## src/rtl/id_ex_stage_reg.sv

```systemverilog
// id_ex_stage_reg
// ---------------
// ID/EX pipeline register with built-in hazard detection.
//
// Each rising edge copies the decoded instruction from the ID stage into the
// EX stage. When the instruction in ID depends on a result that is not yet
// available, the register inserts a bubble and raises hazard_stall so that
// the PC and IF/ID register hold for that cycle.
//
// A result is not yet available in two cases:
//   - A load is in EX. Its data only exists after MEM, so one bubble is
//     needed even with forwarding.
//   - Forwarding is disabled and any register writer is in EX or MEM.
//
// Register 0 never causes a hazard.
//
// Ports
//   clk, rst            rising-edge clock, synchronous active-high reset
//   freeze              memory-stage stall; the whole register holds
//   flush               branch taken in EX; the ID instruction is killed
//   forwarding_enable   forwarding unit active (only load-use stalls)
//   id_*                ID-stage instruction fields and control bits
//   mem_dest, mem_wb_en register writer currently in the MEM stage
//   ex_*                registered copies of the id_* fields
//   hazard_stall        combinational; hold PC and IF/ID this cycle
//   bubble_count        saturating count of inserted bubbles
module id_ex_stage_reg #(
  parameter int DATA_W = 32,
  parameter int CMD_W  = 4
) (
  input  logic              clk,
  input  logic              rst,
  input  logic              freeze,
  input  logic              flush,
  input  logic              forwarding_enable,
  input  logic              id_valid,
  input  logic [DATA_W-1:0] id_pc,
  input  logic [DATA_W-1:0] id_val1,
  input  logic [DATA_W-1:0] id_val2,
  input  logic [DATA_W-1:0] id_val3,
  input  logic [DATA_W-1:0] id_imm,
  input  logic [4:0]        id_src1,
  input  logic [4:0]        id_src2,
  input  logic [4:0]        id_src3,
  input  logic [4:0]        id_dest,
  input  logic              id_uses_src2,
  input  logic              id_store_bne,
  input  logic              id_wb_en,
  input  logic              id_mem_r_en,
  input  logic              id_mem_w_en,
  input  logic              id_branch,
  input  logic              id_is_imm,
  input  logic [CMD_W-1:0]  id_exe_cmd,
  input  logic [4:0]        mem_dest,
  input  logic              mem_wb_en,
  output logic              ex_valid,
  output logic [DATA_W-1:0] ex_pc,
  output logic [DATA_W-1:0] ex_val1,
  output logic [DATA_W-1:0] ex_val2,
  output logic [DATA_W-1:0] ex_val3,
  output logic [DATA_W-1:0] ex_imm,
  output logic [4:0]        ex_src1,
  output logic [4:0]        ex_src2,
  output logic [4:0]        ex_src3,
  output logic [4:0]        ex_dest,
  output logic              ex_uses_src2,
  output logic              ex_store_bne,
  output logic              ex_wb_en,
  output logic              ex_mem_r_en,
  output logic              ex_mem_w_en,
  output logic              ex_branch,
  output logic              ex_is_imm,
  output logic [CMD_W-1:0]  ex_exe_cmd,
  output logic              hazard_stall,
  output logic [15:0]       bubble_count
);

  logic              valid_q, valid_d;
  logic [DATA_W-1:0] pc_q, pc_d;
  logic [DATA_W-1:0] val1_q, val1_d;
  logic [DATA_W-1:0] val2_q, val2_d;
  logic [DATA_W-1:0] val3_q, val3_d;
  logic [DATA_W-1:0] imm_q, imm_d;
  logic [4:0]        src1_q, src1_d;
  logic [4:0]        src2_q, src2_d;
  logic [4:0]        src3_q, src3_d;
  logic [4:0]        dest_q, dest_d;
  logic              uses_src2_q, uses_src2_d;
  logic              store_bne_q, store_bne_d;
  logic              wb_en_q, wb_en_d;
  logic              mem_r_en_q, mem_r_en_d;
  logic              mem_w_en_q, mem_w_en_d;
  logic              branch_q, branch_d;
  logic              is_imm_q, is_imm_d;
  logic [CMD_W-1:0]  exe_cmd_q, exe_cmd_d;
  logic [15:0]       bubble_count_q, bubble_count_d;

  logic ex_match;
  logic mem_match;
  logic load_use_haz;
  logic ex_alu_haz;
  logic mem_haz;
  logic hazard;

  // A source operand matches a writer only when the instruction actually
  // reads that operand. src2 is read only for register-form operands, and
  // src3 is read only by stores and bne.
  always_comb begin
    ex_match  = (id_src1 == dest_q)
              | (id_uses_src2 & (id_src2 == dest_q))
              | (id_store_bne & (id_src3 == dest_q));
    mem_match = (id_src1 == mem_dest)
              | (id_uses_src2 & (id_src2 == mem_dest))
              | (id_store_bne & (id_src3 == mem_dest));

    load_use_haz = valid_q & mem_r_en_q & (dest_q != 5'd0) & id_valid & ex_match;
    ex_alu_haz   = ~forwarding_enable & valid_q & wb_en_q & (dest_q != 5'd0)
                 & id_valid & ex_match;
    mem_haz      = ~forwarding_enable & mem_wb_en & (mem_dest != 5'd0)
                 & id_valid & mem_match;
    hazard       = load_use_haz | ex_alu_haz | mem_haz;
  end

  // A flushed ID instruction is discarded, so there is no reason to hold the
  // front end for it.
  assign hazard_stall = hazard & ~flush & ~rst;

  // Default is to hold, which covers freeze. Flushes and bubbles still load
  // the datapath fields; only valid and the side-effecting control bits
  // need to be cleared.
  always_comb begin
    valid_d        = valid_q;
    pc_d           = pc_q;
    val1_d         = val1_q;
    val2_d         = val2_q;
    val3_d         = val3_q;
    imm_d          = imm_q;
    src1_d         = src1_q;
    src2_d         = src2_q;
    src3_d         = src3_q;
    dest_d         = dest_q;
    uses_src2_d    = uses_src2_q;
    store_bne_d    = store_bne_q;
    wb_en_d        = wb_en_q;
    mem_r_en_d     = mem_r_en_q;
    mem_w_en_d     = mem_w_en_q;
    branch_d       = branch_q;
    is_imm_d       = is_imm_q;
    exe_cmd_d      = exe_cmd_q;
    bubble_count_d = bubble_count_q;

    if (!freeze) begin
      pc_d        = id_pc;
      val1_d      = id_val1;
      val2_d      = id_val2;
      val3_d      = id_val3;
      imm_d       = id_imm;
      src1_d      = id_src1;
      src2_d      = id_src2;
      src3_d      = id_src3;
      dest_d      = id_dest;
      uses_src2_d = id_uses_src2;
      store_bne_d = id_store_bne;
      is_imm_d    = id_is_imm;
      exe_cmd_d   = id_exe_cmd;

      if (flush || hazard) begin
        valid_d    = 1'b0;
        wb_en_d    = 1'b0;
        mem_r_en_d = 1'b0;
        mem_w_en_d = 1'b0;
        branch_d   = 1'b0;
      end else begin
        valid_d    = id_valid;
        wb_en_d    = id_wb_en & id_valid;
        mem_r_en_d = id_mem_r_en & id_valid;
        mem_w_en_d = id_mem_w_en & id_valid;
        branch_d   = id_branch & id_valid;
      end

      // Only a real bubble is counted; a flush that coincides with a
      // hazard is not.
      if (!flush && hazard && (bubble_count_q != 16'hFFFF)) begin
        bubble_count_d = bubble_count_q + 16'd1;
      end
    end
  end

  always_ff @(posedge clk) begin
    if (rst) begin
      valid_q        <= 1'b0;
      pc_q           <= '0;
      val1_q         <= '0;
      val2_q         <= '0;
      val3_q         <= '0;
      imm_q          <= '0;
      src1_q         <= 5'd0;
      src2_q         <= 5'd0;
      src3_q         <= 5'd0;
      dest_q         <= 5'd0;
      uses_src2_q    <= 1'b0;
      store_bne_q    <= 1'b0;
      wb_en_q        <= 1'b0;
      mem_r_en_q     <= 1'b0;
      mem_w_en_q     <= 1'b0;
      branch_q       <= 1'b0;
      is_imm_q       <= 1'b0;
      exe_cmd_q      <= '0;
      bubble_count_q <= 16'd0;
    end else begin
      valid_q        <= valid_d;
      pc_q           <= pc_d;
      val1_q         <= val1_d;
      val2_q         <= val2_d;
      val3_q         <= val3_d;
      imm_q          <= imm_d;
      src1_q         <= src1_d;
      src2_q         <= src2_d;
      src3_q         <= src3_d;
      dest_q         <= dest_d;
      uses_src2_q    <= uses_src2_d;
      store_bne_q    <= store_bne_d;
      wb_en_q        <= wb_en_d;
      mem_r_en_q     <= mem_r_en_d;
      mem_w_en_q     <= mem_w_en_d;
      branch_q       <= branch_d;
      is_imm_q       <= is_imm_d;
      exe_cmd_q      <= exe_cmd_d;
      bubble_count_q <= bubble_count_d;
    end
  end

  assign ex_valid     = valid_q;
  assign ex_pc        = pc_q;
  assign ex_val1      = val1_q;
  assign ex_val2      = val2_q;
  assign ex_val3      = val3_q;
  assign ex_imm       = imm_q;
  assign ex_src1      = src1_q;
  assign ex_src2      = src2_q;
  assign ex_src3      = src3_q;
  assign ex_dest      = dest_q;
  assign ex_uses_src2 = uses_src2_q;
  assign ex_store_bne = store_bne_q;
  assign ex_wb_en     = wb_en_q;
  assign ex_mem_r_en  = mem_r_en_q;
  assign ex_mem_w_en  = mem_w_en_q;
  assign ex_branch    = branch_q;
  assign ex_is_imm    = is_imm_q;
  assign ex_exe_cmd   = exe_cmd_q;
  assign bubble_count = bubble_count_q;

endmodule
```

## config.mk

```make
export PLATFORM = sky130hd
export DESIGN_NAME = id_ex_stage_reg
export DESIGN_NICKNAME = d
export VERILOG_FILES = /design/src/rtl/id_ex_stage_reg.sv
export SDC_FILE = /design/constraint.sdc
export NUM_CORES = 1
export LEC_CHECK = 0
export BUFFER_PORTS_ARGS = -buffer_cell sky130_fd_sc_hd__buf_2
export CORE_AREA = 2 2 160 162
export DETAILED_ROUTE_END_ITERATION = 12
export DIE_AREA = 0 0 162 164
export MAX_ROUTING_LAYER = met4
export SLEW_MARGIN = 20
export SYNTH_ARGS = -nofsm -noshare
export SYNTH_HDL_FRONTEND = slang
export SYNTH_SLANG_ARGS = --single-unit
```

## constraint.sdc

```tcl
create_clock -name clk -period 2.2 [get_ports clk]
set_clock_uncertainty 0.2 [all_clocks]
set_input_delay 0.11 -clock clk [delete_from_list [all_inputs] [get_ports clk]]
set_output_delay 0.11 -clock clk [all_outputs]
set_load 0.005 [all_outputs]
```

==> results.json, run 1 <==
{
  "synth-seq-cells": 208,
  "synthAdderAreaFrac_pct": 0.157,
  "rows": 58,
  "wl_um": 27600,
  "vias_per_cell": 4.55,
  "antenna_found_initial": 0,
  "period_needed_ns": 2.30,
  "clock_path_buffers": 3,
  "fin_util_pct": 55.3,
  "grt_pass1_vias": 8383,
  "synth.largest_area_cell": "dfxtp_1",
  "path_class": "reg2reg",
  "vdd_drop_max_mv": 0.538,
  "clock_latency_ns": 0.50,
  "synth_xor_area_share_pct": 4.18,
  "drc": 0,
  "layout_common_cells": "buf_2, dlygate4sd3_1, dfxtp_1, nor2_1, mux2i_1",
  "violations": "negative setup slack",
  "endpoint_kind": "flip-flop",
  "fp.dieW_um": 162,
  "finalWorstSetupSlack_ns": -0.103,
  "wire_per_inst_um": 15.5,
  "arrival_ns": 2.48,
  "worst_ep_required_time_ns": 2.38,
  "htreeDepth": 1,
  "synth_top_flop_cell": "dfxtp_1",
  "synthTopCellsByArea": "dfxtp_1, mux2i_1, nor2_1, xor2_1, xnor2_1",
  "grt_setup_unrepaired": "yes",
  "timing_worst_slew_pin_value_ns": 0.957,
  "status": "finished with violations",
  "clkSinkCount": 208,
  "num_vias": 8112,
  "timing.final.crit_share_pct": 105,
  "drtAntennaViolNets": 0,
  "ctsRootBufferMaster": "clkbuf_16",
  "dr.pass1.iters": 4,
  "filler_cell_count": 2106,
  "finalHoldViolCount": 0,
  "slew_violations": 0,
  "io_pins": 412,
  "core-area_sq_mm": 0.0248,
  "die_h_um": 164,
  "reg2reg_slack_ns": -0.10,
  "holdWs_ns": 0.0776,
  "synthMuxAreaShare_pct": 23.7,
  "cp_max_fo": 6,
  "cts_made_buffers": 23,
  "grt_pass1_wl_um": 41600,
  "start_util_pct": 32.1,
  "avgSynthCellArea_sq_um": 10.3,
  "synthesis.area_sq_mm": 0.00796,
  "fmax_mhz": 434,
  "layout_commonest_cell": "buf_2",
  "grtUsageTotal_pct": 19.8,
  "p_per_area_mw_per_mm2": 657,
  "setup_viol": 12,
  "die_area_sq_mm": 0.0266,
  "syn_inst": 776,
  "grt_max_degree": 126,
  "fin_nets": 1641,
  "synth_top_area_share_pct": 52.3,
  "relSlewSlack_pct": 36.2,
  "hold_path.class": "in2reg",
  "synthArstFlopShare_pct": 0,
  "placedCellCount": 1499,
  "dr.first_iter.drc_count": 319,
  "ys_types": 38,
  "overflow": 0,
  "gp_congestion": 0.849,
  "tritoncts": "built",
  "layout-drive-gt1-share_pct": 35.7,
  "synth-compound-area-share_pct": 3.24,
  "maxCapViolCount": 0,
  "fin_cells": 1781,
  "dp_hpwl_um": 18000,
  "synth_top_family_by_area": "multiplexers",
  "syn_nets": 980,
  "antenna-diode-count": 0,
  "power_leakage_nw": 6.94,
  "synth_warnings": 0,
  "critPathLaunchType": "flip-flop",
  "yosysSeqAreaShare_pct": 52.3,
  "synth_edf_count": 0,
  "portBuffers": 411,
  "synth-simple-area-share_pct": 13.6,
  "area_delta_synth_final_pct": 72.5,
  "clk_transition_reported_paths_ns": 0.06
}
==> per-layer routing <==
metal  up-vias  global-route usage, %  wire length, um
met5         -                      -                0
met4         0                   7.96              977
met3        71                   4.19             1780
met2       296                   34.5            13700
met1      3793                   22.3            11100
li1       3952                      -                -
==> critical path, stage by stage, from the launching register on <==
cell and delay, ns:
dfxtp_4 0.36, xor2_1 0.15, nor4_1 0.26, and3_2 0.24, buf_6 0.10, o311ai_4 0.13
buf_4 0.17, and2_4 0.16, buf_4 0.15, o31ai_4 0.18, a21oi_2 0.08
==> kinds of logic (layout without fill, tap and decap cells) <==
family          count (synthesis)  after routing
xor+xnor                       38             38
flops                         208            208
buf+inv                        52            726
mux                           188            188
simple gates                  255            256
compound gates                 34             34
fa+ha+maj                       1              1
==> where the power goes <==
group | leakage, nW | internal [W] | switching [W]
Clock | 0.343 | 0.00205 | 0.00149
Sequential | 1.72 | 0.00397 | 0.000110
Combinational | 4.88 | 0.000799 | 0.000593
Total | 6.94 | 0.00682 | 0.00219
==> per-stage QoR <==
stage | instance area, sq um | setup TNS, ns | worst slack [ns] | total power (W)
final | 13700 | -0.725 | -0.103 | 0.00901
after global routing | 13700 | -2.56 | -0.226 | 0.00940
after CTS | 13600 | -0.541 | -0.201 | 0.00908
after detailed placement | 10500 | -0.163 | -0.0859 | 0.00519
after global placement | 10500 | -0.0521 | -0.0308 | 0.00517
after floorplan | 7960 | 0 | 0.0217 | 0.00466
==> Yosys cell counts (all sizes together) (5+ instances only) <==
master	n
xnor2	17
a21oi	17
nor3	5
o21ai	5
nand3	10
dfxtp	208
mux2i	188
nand2	7
nand4	9
xor2	21
buf	22
or3	6
nor2	202
clkbuf	29
==> flip-flops by register name, summed over array words and instances (netlist names) <==
name / count
bubble_count: 16
ex_branch: 1
ex_dest: 5
ex_exe_cmd: 4
ex_imm: 32
ex_is_imm: 1
ex_mem_r_en: 1
ex_mem_w_en: 1
ex_pc: 32
ex_src1: 5
ex_src2: 5
ex_src3: 5
ex_store_bne: 1
ex_uses_src2: 1
ex_val1: 32
ex_val2: 32
ex_val3: 32
ex_valid: 1
ex_wb_en: 1
==> path summary, 6_finish.rpt <==
check | start | depth (start not counted) | endpoint
max | ex_dest[4] | 10 | bubble_count[8]
min | freeze | 4 | ex_val1[9]
max reg2reg | ex_dest[4] | 10 | bubble_count[8]
min reg2reg | ex_mem_w_en | 2 | ex_mem_w_en
==> area by class of cell <==
cell class              count  area [sq um]  share of cell area, %
well taps                 330           413                   3.01
multi-input cells         517          3680                   26.8
repair buffers            686          4770                   34.8
flip-flops and latches    208          4180                   30.4
clock inverters             6          30.0                  0.219
clock buffers              33           653                   4.76
inverters                   1          3.75                 0.0273
==> what timing repair did <==
item,in CTS,in global routing
hold buffers,231,0
endpoints found under the hold margin,195,0
gates cloned,1,0
setup buffers,8,4
pin swaps,12,10
gates resized for setup,20,17
setup endpoints to repair,9,20
(Power assumes the default switching activity.)
==> run 2, diff against run 1 <==
==> constraint.sdc (replaced) <==
create_clock -name clk -period 2.2 [get_ports clk]
set_clock_uncertainty 0.2 [all_clocks]
set_input_delay 0 -clock clk [delete_from_list [all_inputs] [get_ports clk]]
set_output_delay 0 -clock clk [all_outputs]
set_load 0.005 [all_outputs]
==> results.json, run 2 <==
{
  "synth_warnings": 0,
  "ctsResizeCount": 8,
  "synth_edf_count": 0,
  "yosysSeqAreaShare_pct": 52.3,
  "dp_slack_ns": -0.156,
  "rows": 58,
  "portBuffers": 411,
  "ctsRootBufferMaster": "clkbuf_16",
  "clkSinkCount": 208,
  "synth_most_common_cell": "dfxtp_1",
  "synth_top_flop_cell": "dfxtp_1",
  "haltStage": "clock tree synthesis",
  "synth.largest_area_cell": "dfxtp_1",
  "syn_inst": 776,
  "die_h_um": 164,
  "synth-seq-cells": 208,
  "status": "aborted with a tool error",
  "cts_made_buffers": 24,
  "post-cts-setup-buffers": 5,
  "synth_top_area_share_pct": 52.3,
  "synthesis.area_sq_mm": 0.00796,
  "fp.dieW_um": 162,
  "ys_types": 38,
  "synthTopCellsByArea": "dfxtp_1, mux2i_1, nor2_1, xor2_1, xnor2_1",
  "io_pins": 412,
  "htreeDepth": 1,
  "avgSynthCellArea_sq_um": 10.3,
  "synthArstFlopShare_pct": 0,
  "clock_path_buffers": 3,
  "dp_hpwl_um": 17800,
  "cts.hold.buffers_added": 312,
  "syn_nets": 980,
  "gp_congestion": 0.844,
  "placedCellCount": 1502,
  "error": "[ERROR RSZ-0060] Max buffer count reached.",
  "ys_top_cells_by_count": "dfxtp_1, nor2_1, mux2i_1",
  "start_util_pct": 32.1
}
run 2: cell counts after synthesis:
Identical to the previous run, type by type.
run 2: kinds of logic after synthesis:
| kind of cell | share of synthesized area [%] |
|---|---|
| AND/OR/NAND/NOR | 13.6 |
| flip-flops | 52.3 |
| multiplexers | 23.7 |
| buffers and inverters | 2.86 |
| XOR/XNOR | 4.18 |
| AO/OA/AOI/OAI | 3.24 |
| adder cells (fa/ha/maj) | 0.157 |
run 2: through the flow:
step,TNS (ns),instance area [sq um]
2_1_floorplan,0,7960
3_3_place_gp,-0.170,10500
3_5_place_dp,-1.00,10500
==> run 3, diff against run 2 <==
- CORE_AREA: 2 2 160 162 -> 2 2 162 164
- DIE_AREA: 0 0 162 164 -> 0 0 164 166
- MAX_ROUTING_LAYER: met4 -> not set
- PLACE_DENSITY_LB_ADDON: not set -> 0.15
- clock period: 2.2 -> 2.9 ns (I/O delays scaled with it)
==> results.json, run 3 (synthesized netlist as in run 1, its figures left out) <==
{
  "wl_um": 27400,
  "timing.final.crit_share_pct": 89.1,
  "io_pins": 412,
  "fp.dieW_um": 164,
  "dp_slack_ns": 0.591,
  "ctsRootBufferMaster": "clkbuf_16",
  "p_per_area_mw_per_mm2": 520,
  "endpoint_kind": "flip-flop",
  "layout_common_cells": "buf_2, dlygate4sd3_1, dfxtp_1, nor2_1, mux2i_1",
  "finalHoldViolCount": 0,
  "reg2reg_slack_ns": 0.32,
  "clk_transition_reported_paths_ns": 0.06,
  "maxCapViolCount": 0,
  "cp_max_fo": 6,
  "portBuffers": 411,
  "slowest_delay_ns": 0.57,
  "final_cell_area_sq_mm": 0.0141,
  "gp_congestion": 0.786,
  "die_area_sq_mm": 0.0272,
  "drtAntennaViolNets": 0,
  "die_h_um": 166,
  "regArea_sq_mm": 0.00416,
  "fin_nets": 1670,
  "grt_setup_unrepaired": "no",
  "tritoncts": "built",
  "power_leakage_nw": 7.07,
  "area_delta_synth_final_pct": 77.3,
  "rows": 59,
  "core-area_sq_mm": 0.0256,
  "clock_latency_ns": 0.51,
  "multi_input_area_sq_mm": 0.00357,
  "cpMaxStageDelayCell": "dlygate4sd3_1",
  "wire_per_inst_um": 15.1,
  "grt_pass1_wl_um": 42900,
  "layout-drive-gt1-share_pct": 31.4,
  "filler_cell_count": 2274,
  "clock_path_buffers": 3,
  "fmax_mhz": 387,
  "setup_viol": 0,
  "status": "complete, no violations",
  "clkSinkCount": 208,
  "antenna_found_initial": 2,
  "vdd_drop_max_mv": 0.411,
  "slew_violations": 0,
  "drc": 0,
  "grt_pass1_vias": 8406,
  "num_vias": 8184,
  "timing_worst_slew_pin_value_ns": 0.975,
  "layout_commonest_cell": "buf_2",
  "start_util_pct": 31.1,
  "worst_ep_required_time_ns": 3.13,
  "dp_hpwl_um": 17500,
  "grt_max_degree": 103,
  "place_area_sq_mm": 0.0103,
  "hold_path.class": "in2reg",
  "path_class": "reg2reg",
  "crit_chain": "xor2_1, nor4_1, and3_2, o31a_1, a21oi_2, nand4_1, dlygate4sd3_1, a21oi_1",
  "finalWorstSetupSlack_ns": 0.316,
  "grtUsageTotal_pct": 19.3,
  "period_needed_ns": 2.58,
  "dr.first_iter.drc_count": 302,
  "tns_ns": 0,
  "arrival_ns": 2.81,
  "cts_made_buffers": 25,
  "post-cts-setup-buffers": 0,
  "critPathLaunchType": "flip-flop",
  "vias_per_cell": 4.50,
  "dr.pass1.iters": 5,
  "htreeDepth": 1,
  "relSlewSlack_pct": 35.0,
  "overflow": 0
}
==> run 3: path summary, 6_finish.rpt <==
kind | start | to | cells past startpoint
setup / recovery | ex_dest[2] | ex_mem_r_en | 8
hold / removal | id_val2[31] | ex_val2[31] | 4
setup reg to reg | ex_dest[2] | ex_mem_r_en | 8
hold reg to reg | ex_mem_w_en | ex_mem_w_en | 2
==> run 3: layout make-up <==
cell class,instances,area share (%)
repair buffers,714,36.3
flip-flops and latches,208,29.5
multi-input cells,516,25.3
clock buffers,35,5.13
well taps,335,2.97
clock inverters,9,0.736
diodes,2,0.0355
inverters,1,0.0266
==> run 3: metal layers <==
layer | vias up | routed length (um) | GRT usage, %
li1 | 4005 | - | -
met1 | 3817 | 10600 | 21.0
met2 | 290 | 13700 | 35.2
met3 | 72 | 2070 | 5.27
met4 | 0 | 1130 | 7.67
met5 | - | 0 | 0
==> run 3: through the flow <==
stage               hold slack (ns)  instances  utilization, %  total power [W]
floorplan                    -0.164        776               -          0.00354
global placement             0.0268       1477            40.2          0.00392
detailed placement           0.0350       1477            40.2          0.00393
CTS                          0.0133       1818            55.0          0.00744
global route                 0.0404       1819            55.0          0.00765
finish                       0.0436       1820            55.1          0.00734
==> run 3: worst max-delay path, delay by kind of cell (launching register included) <==
kind | cells | cell delay, ns
compound gates | 3 | 0.66
xor+xnor | 1 | 0.18
buf+inv | 1 | 0.57
flops | 1 | 0.48
simple gates | 3 | 0.41
==> run 3: repair_timing <==
action	CTS	global route
setup endpoints to repair	0	4
hold buffers	297	0
endpoints found under the hold margin	201	0
resized for setup	0	1
==> run 3: power breakdown <==
group	internal [W]	switching [W]
sequential	0.00302	0.0000828
combinational	0.000666	0.000449
clock	0.00191	0.00121
total	0.00559	0.00175
==> run 4, diff against run 3 <==
- clock period: 2.9 -> 2.52 ns (I/O delays scaled with it)
==> results.json, run 4 <==
{
  "synth.largest_area_cell": "dfxtp_1",
  "start_util_pct": 31.1,
  "htreeDepth": 1,
  "error": "[ERROR RSZ-0060] Max buffer count reached.",
  "status": "aborted with a tool error",
  "post-cts-setup-buffers": 0,
  "clkSinkCount": 208,
  "syn_nets": 980,
  "gp_congestion": 0.807,
  "syn_inst": 776,
  "ctsResizeCount": 2,
  "io_pins": 412,
  "haltStage": "clock tree synthesis",
  "dp_hpwl_um": 17800,
  "synth_top_area_share_pct": 52.3,
  "clock_path_buffers": 3,
  "synthArstFlopShare_pct": 0,
  "dp_slack_ns": 0.209,
  "fp.dieW_um": 164,
  "cts.hold.buffers_added": 307,
  "synth_most_common_cell": "dfxtp_1",
  "synth_warnings": 0,
  "portBuffers": 411,
  "yosysSeqAreaShare_pct": 52.3,
  "synthTopCellsByArea": "dfxtp_1, mux2i_1, nor2_1, xor2_1, xnor2_1",
  "synth-seq-cells": 208,
  "ys_top_cells_by_count": "dfxtp_1, nor2_1, mux2i_1",
  "cts_made_buffers": 25,
  "die_h_um": 166,
  "synth_top_flop_cell": "dfxtp_1",
  "ctsRootBufferMaster": "clkbuf_16",
  "ys_types": 38,
  "synthesis.area_sq_mm": 0.00796,
  "avgSynthCellArea_sq_um": 10.3,
  "rows": 59,
  "synth_edf_count": 0
}
-- run 4: cell counts after synthesis --
Identical to the previous run, type by type.
-- run 4: cell families after synthesis --
kind of cell	Yosys count	synth area share (%)
multiplexers	188	23.7
adder cells (fa/ha/maj)	1	0.157
flip-flops	208	52.3
XOR/XNOR	38	4.18
buffers and inverters	52	2.86
AO/OA/AOI/OAI	34	3.24
AND/OR/NAND/NOR	255	13.6
-- run 4: metrics by stage --
| step | hold WS, ns | std cells | area [sq um] | utilization [%] |
|---|---|---|---|---|
| 3_5_place_dp | 0.0365 | 1485 | 10400 | 40.4 |
| 2_1_floorplan | -0.164 | 776 | 7960 | - |
| 3_3_place_gp | 0.0280 | 1485 | 10400 | 40.4 |
